$ cat src/rtl/usart_rx_fifo.sv
// Receive-side byte FIFO for a USART: show-ahead read port, occupancy count, sticky overrun.
// Optional macro USART_RX_FIFO_ERR_DROP_EN drops framing-error bytes and counts them in err_count.
module usart_rx_fifo #(
  parameter int MAX_DATA_BUFFER_INDEX = 15
) (
  input  logic                                    clk,
  input  logic                                    reset,
  input  logic                                    rx_valid,
  input  logic [7:0]                              rx_data,
  input  logic                                    rx_frame_err,
  input  logic                                    rd_en,
  output logic [7:0]                              rd_data,
  output logic                                    rd_valid,
  output logic [$clog2(MAX_DATA_BUFFER_INDEX+1):0] count,
  output logic                                    full,
  output logic                                    overrun,
  input  logic                                    clear_overrun
`ifdef USART_RX_FIFO_ERR_DROP_EN
  ,
  output logic [7:0]                              err_count
`endif
);

  localparam int DEPTH = MAX_DATA_BUFFER_INDEX + 1;
  localparam int AW    = $clog2(DEPTH);
  localparam int CW    = AW + 1;

  logic [7:0]    mem_q [DEPTH];
  logic [AW-1:0] wr_ptr_q, wr_ptr_d;
  logic [AW-1:0] rd_ptr_q, rd_ptr_d;
  logic [CW-1:0] count_q, count_d;
  logic          overrun_q, overrun_d;
  logic          byte_ok;
  logic          pop;
  logic          wr_en;
  logic          ovf;

`ifdef USART_RX_FIFO_ERR_DROP_EN
  logic [7:0] err_count_q, err_count_d;
  assign byte_ok = ~rx_frame_err;
`else
  logic frame_err_unused;
  assign frame_err_unused = rx_frame_err;
  assign byte_ok = 1'b1;
`endif

  // Status comes from the count register only, never from this cycle's inputs.
  assign rd_valid = (count_q != '0);
  assign full     = (count_q == CW'(DEPTH));
  assign count    = count_q;
  assign overrun  = overrun_q;
  assign rd_data  = rd_valid ? mem_q[rd_ptr_q] : 8'h00;

  always_comb begin
    pop       = rd_en & rd_valid;
    // A pop frees a slot in the same cycle, so a full FIFO can still accept.
    wr_en     = rx_valid & byte_ok & (~full | pop);
    ovf       = rx_valid & byte_ok & full & ~pop;
    wr_ptr_d  = wr_ptr_q;
    rd_ptr_d  = rd_ptr_q;
    count_d   = count_q;
    overrun_d = overrun_q;
    if (wr_en) wr_ptr_d = wr_ptr_q + AW'(1);
    if (pop)   rd_ptr_d = rd_ptr_q + AW'(1);
    case ({wr_en, pop})
      2'b10:   count_d = count_q + CW'(1);
      2'b01:   count_d = count_q - CW'(1);
      default: count_d = count_q;
    endcase
    // Set beats clear when both happen in one cycle.
    if (ovf)                overrun_d = 1'b1;
    else if (clear_overrun) overrun_d = 1'b0;
  end

  always_ff @(posedge clk) begin
    if (reset) begin
      wr_ptr_q  <= '0;
      rd_ptr_q  <= '0;
      count_q   <= '0;
      overrun_q <= 1'b0;
    end else begin
      wr_ptr_q  <= wr_ptr_d;
      rd_ptr_q  <= rd_ptr_d;
      count_q   <= count_d;
      overrun_q <= overrun_d;
    end
  end

  always_ff @(posedge clk) begin
    if (!reset && wr_en) mem_q[wr_ptr_q] <= rx_data;
  end

`ifdef USART_RX_FIFO_ERR_DROP_EN
  always_comb begin
    err_count_d = err_count_q;
    if (rx_valid && rx_frame_err && (err_count_q != 8'hFF)) err_count_d = err_count_q + 8'd1;
  end

  always_ff @(posedge clk) begin
    if (reset) err_count_q <= 8'd0;
    else       err_count_q <= err_count_d;
  end

  assign err_count = err_count_q;
`endif

endmodule

$ cat config.mk
export PLATFORM = sky130hd
export DESIGN_NAME = usart_rx_fifo
export DESIGN_NICKNAME = d
export VERILOG_FILES = /design/src/rtl/usart_rx_fifo.sv
export SDC_FILE = /design/constraint.sdc
export NUM_CORES = 1
export LEC_CHECK = 0
export BUFFER_PORTS_ARGS = -buffer_cell sky130_fd_sc_hd__buf_2
export CORE_UTILIZATION = 60
export DETAILED_ROUTE_END_ITERATION = 16
export PLACE_DENSITY_LB_ADDON = 0.12
export SETUP_SLACK_MARGIN = 0.1
export SYNTH_ARGS = -nofsm -noshare
export SYNTH_HDL_FRONTEND = slang
export SYNTH_SLANG_ARGS = --single-unit
$ cat constraint.sdc
create_clock -name clk -period 3.3 [get_ports clk]
set_input_delay 0.165 -clock clk [delete_from_list [all_inputs] [get_ports clk]]
set_output_delay 0.165 -clock clk [all_outputs]
set_load 0.02 [all_outputs]
# Word level (Yosys, flattened, before mapping)
# Memory sizes are Yosys's and may differ from the RTL's. A register that Yosys moved wholly into a read port is not among the register bits.
# Index checks and enable logic that the tools add are counted.
totals:
  regBits: 14
  mem_bits_rw: 128
  in_bits: 14
  output_inout_bits: 16
  wordCells: 32
  mem_count: 1
op_classes:
  add_sub_neg: 4
  n_eq_ne: 3
  muxes: 8
  n_bitwise: 7
  n_reduce_logical: 5
mem_list:
  columns: ["name", "depth", "width", "read_ports", "rd_ports_with_merged_regs", "write_ports", "line_no", "source"]
  rows:
  - ["mem_q", 16, 8, 1, 1, 1, "28", "logic [7:0] mem_q [DEPTH];"]
ops:
  columns: ["cell", "count"]
  rows:
  - ["$pmux W5 S2", 1]
  - ["$add A4 B1 Y4 const B", 2]
  - ["$mux W4", 2]
  - ["$mux W8", 1]
  - ["$add A5 B1 Y5 const B", 1]
  - ["$eq A5 B5 Y1 const B", 1]
  - ["$reduce_bool A5 Y1", 1]
  - ["$sub A5 B1 Y5 const B", 1]
  - ["$and A1 B1 Y1", 4]
  - ["$mux W1", 4]
  - ["$reduce_bool A2 Y1", 2]
  - ["$eq A2 B1 Y1 const B", 1]
  - ["$eq A2 B2 Y1 const B", 1]
  - ["$not A1 Y1", 2]
  - ["$logic_and A1 B1 Y1", 1]
  - ["$logic_not A1 Y1", 1]
  - ["$or A1 B1 Y1", 1]

# Longest topological paths before layout
logic_depth:
  ltp_word: 7
  ltp_mapped: 9
  ltp_nobuf: 8

# Worst setup path before layout
# Ideal clock, no wire load.
synth_timing:
  path_type: "reg2reg"
  start: "register count_q[4], in the netlist count[4]"
  end: "register count_q[4], in the netlist count[4]"
  setup_ns: 0.121
  t_arrival_ns: 2.521
  t_required_ns: 3.179
  path_slack_ns: 0.659
  stages_incl_launch_ff: 9
  path_buffers: 0
  synth_period_minus_slack_ns: 2.641
  cell_sequence: "dfxtp_1 > clkinv_1 > a21oi_1 > xor2_1 > ha_1 > o31a_2 > a2111oi_0 > a311oi_1 > mux2_2"
synth_via:
  elab_chain_cells: 6
  elab_cells_between_ends: 12
  classes_between: "2 x add/sub; 3 x eq/ne; 1 x mux; 4 x bitwise; 2 x reduce/logical"
synth_lines:
  columns: ["element", "line_no", "source"]
  rows:
  - ["start, declared", "31", "logic [CW-1:0] count_q, count_d;"]
  - ["start signal, assigned", "84", "count_q <= count_d;"]
  - ["$reduce_bool A5 Y1 / $eq A5 B5 Y1 (equally long branches)", "48, 49", null]
  - ["$and A1 B1 Y1 / $not A1 Y1 (equally long branches)", "55, 57", null]
  - ["$or A1 B1 Y1", "57", "wr_en = rx_valid & byte_ok & (~full | pop);"]
  - ["$and A1 B1 Y1", "57", null]
  - ["$eq A2 B1 Y1 / $eq A2 B2 Y1 (equally long branches)", "65", "case ({wr_en, pop})"]
  - ["$pmux W5 S2 / $reduce_bool A2 Y1 (equally long branches)", null, null]
# Several ways; a longest one is shown, not always the timed one.
# A chain may end at the register's enable or synchronous reset.

# Final worst setup path
layout_timing:
  start: "register count_q[1], in the netlist count[1]"
  end: "register count_q[4], in the netlist count[4]"
# The elaborated chain is that of the path after synthesis.

==> results.cfg <==
[sta]
rsz0062_at_grt = no
max-slew-margin-rel_pct = 32.6
timing_hold_violations_final = 0
setup_viol = 0
min_period_ns = 2.88
fmax_ghz = 0.348
setup_ws_ns = 0.424
slew_violations = 0
setup_tns_ns = 0
period_share_pct = 87.1
worst_slew_pin_slew_ns = 1.01
finClkSkew_ns = 0.00573

[detailed_routing]
drt-initial-drc-count = 164
wl_per_cell_microns = 22.1
first_pass_iters = 5
postRouteAntennaNets = 0
viasPerCell = 6.15
dr_total_vias = 3080
wl_microns = 11100
route.detailed.drc = 0

[global_route]
grt_pass1_vias = 2964
grt_first_pass_wirelength_microns = 16700
antenna_found_initial = 0
grt_overflow_total = 0
grt_max_degree = 33
grt_usage_pct = 23.9

[yosys]
yosys.area.top_type = edfxtp_1
yosysWarnings = 0
ys_ff_latch = 146
seq_area_frac_synth_pct = 71.3
syn_nets = 341
async_flop_share_pct = 0
ys.flop_type = edfxtp_1
synthCells = 320
synth.top_cell.area_share_pct = 65.2
synth_edf_count = 128
yosysUniqueCellTypes = 45
netlist_area_sq_um = 5900
syn_area_per_cell_sq_um = 18.4
synth.area.top_cells = edfxtp_1, mux4_2, dfxtp_1

[layout]
diodes = 0
syn_to_final_growth_pct = 15.9
fin_nets = 380
regArea_sq_um = 4210
fillCellCount = 605
drive_above_1_share_pct = 28.8
multi_input_area_sq_um = 1600
fin_util_pct = 72.9

[min_path]
min-delay-path-class = in -> reg
min_path_cells = 2

[cts]
numCtsBuffers = 17
cts_buffer_depth = 2
cts_max_level = 4
cts_root_buffer = clkbuf_8
clkTransAtPathRegs_ns = 0.06
cts_tree = done
clk_latency_ns = 0.52
cts.sinks = 146
postCtsSetupRepairBufs = 0

[worst_setup_path]
endpoint_kind = flip-flop
startpoint_type = flip-flop
reg2reg_depth = 8
cp_data_arrival_time_ns = 3.28
crit_fanout = 10
critical_path_class = reg -> reg
cp.required_ns = 3.71

[outcome]
status = completed

[placed_design]
dp_worst_setup_slack_ns = 0.504
dpl.hpwl_microns = 6470
io_buffers = 28
gp_congestion = 0.864

[pwr]
p_per_area_nw_per_um2 = 790
vdd_ir_drop_max_uv = 656
leakage_nw = 2.25

[flow_run]
maxCapViolations = 0

[die]
die-height_microns = 101
core_sq_um = 9370
die-area_sq_um = 10200
die_width_microns = 101
start_util_pct = 63.0
row_count = 35
io_pins = 30
==> where the power goes <==
part | internal [mW] | switching, mW | leakage (nW)
logic | 0.482 | 0.674 | 0.629
registers | 2.07 | 0.0709 | 1.30
clock network | 1.38 | 0.717 | 0.316
==> path summary, 6_finish.rpt <==
check	slack [ns]	startpoint	end
setup / recovery	0.42	count[1]	count[4]
hold / removal	0.02	reset	overrun
setup reg to reg	0.42	count[1]	count[4]
hold reg to reg	0.56	rd_ptr_q[2]	rd_ptr_q[2]
==> synthesized netlist by cell type (2+ instances only) <==
library cell  number
edfxtp_1         128
o21ai_0            2
o211ai_1           2
inv_1              3
or3_1              2
nor2b_1            4
nor3b_1            2
ha_1               7
mux2i_1           19
o21a_1             2
a21boi_0           2
nand2b_1           3
a21oi_1            4
o31a_2             2
nand2_1            9
o22ai_1            8
buf_2              3
nor2_1            29
mux4_2            32
xor2_1             4
dfxtp_1           18
buf_6              2
clkbuf_1           9
nor3_1             3
==> cell families (layout without fill, tap and decap cells) <==
kind of cell	Yosys count	count (layout)	synth area share [%]
flops	146	146	71.3
simple gates	59	59	4.75
mux	53	53	15.8
compound gates	31	31	4.39
buf+inv	19	71	1.55
fa+ha+maj	7	7	1.48
xor+xnor	5	5	0.742
==> registers in the layout, summed over array words and instances, names as in the netlist, named ones only <==
signal    flops
wr_ptr_q      4
overrun       1
mem_q       128
rd_ptr_q      4
count         5
==> metrics by stage <==
| stage | total power [mW] | cell area, sq um | hold WS (ns) | cells |
|---|---|---|---|---|
| 3_3_place_gp | 3.31 | 6170 | 0.479 | 468 |
| 6_report | 5.40 | 6840 | 0.0190 | 501 |
| 4_1_cts | 5.44 | 6840 | 0.00136 | 501 |
| 2_1_floorplan | 3.07 | 5900 | 0.264 | 320 |
| 5_1_grt | 5.60 | 6840 | 0.0184 | 501 |
| 3_5_place_dp | 3.33 | 6170 | 0.501 | 468 |
==> area by class of cell <==
cell class	instances	area share, %
multi-input combinational	155	23.5
timing repair buffer	35	2.86
sequential	146	61.5
tap	129	2.36
clock buffer	19	6.17
inverter	4	0.220
clock inverter	13	3.40
==> worst max-delay path: stages (launching register included) <==
cell       delay [ns]
dfxtp_1          0.40
nor4_1           0.56
a21oi_1          0.31
xor2_1           0.21
ha_1             0.26
o31a_2           0.29
a2111oi_0        0.34
a311oi_1         0.11
mux2_2           0.28
==> layout by cell type, fill, tap and decap left out, types with 7 or more instances in the layout <==
| cell type | netlist | final |
|---|---|---|
| nor2_1 | 29 | 29 |
| dfxtp_1 | 18 | 17 |
| nand2_1 | 9 | 9 |
| mux2i_1 | 19 | 19 |
| ha_1 | 7 | 7 |
| edfxtp_1 | 128 | 128 |
| clkbuf_16 | 0 | 16 |
| o22ai_1 | 8 | 8 |
| mux4_2 | 32 | 32 |
| buf_2 | 3 | 28 |
==> routing by layer <==
metal | global-route usage, % | vias up | wire length (microns)
met4 | 8.81 | 0 | 148
met1 | 31.0 | 1583 | 4730
met3 | 5.38 | 13 | 559
li1 | - | 1372 | -
met5 | 0 | - | 0
met2 | 39.9 | 112 | 5620
==> what timing repair did <==
item / in CTS / in global routing
hold buffers: 1 / 0
hold endpoints to repair: 1 / 0
resized for setup: 0 / 0
(Power assumes the default switching activity.)
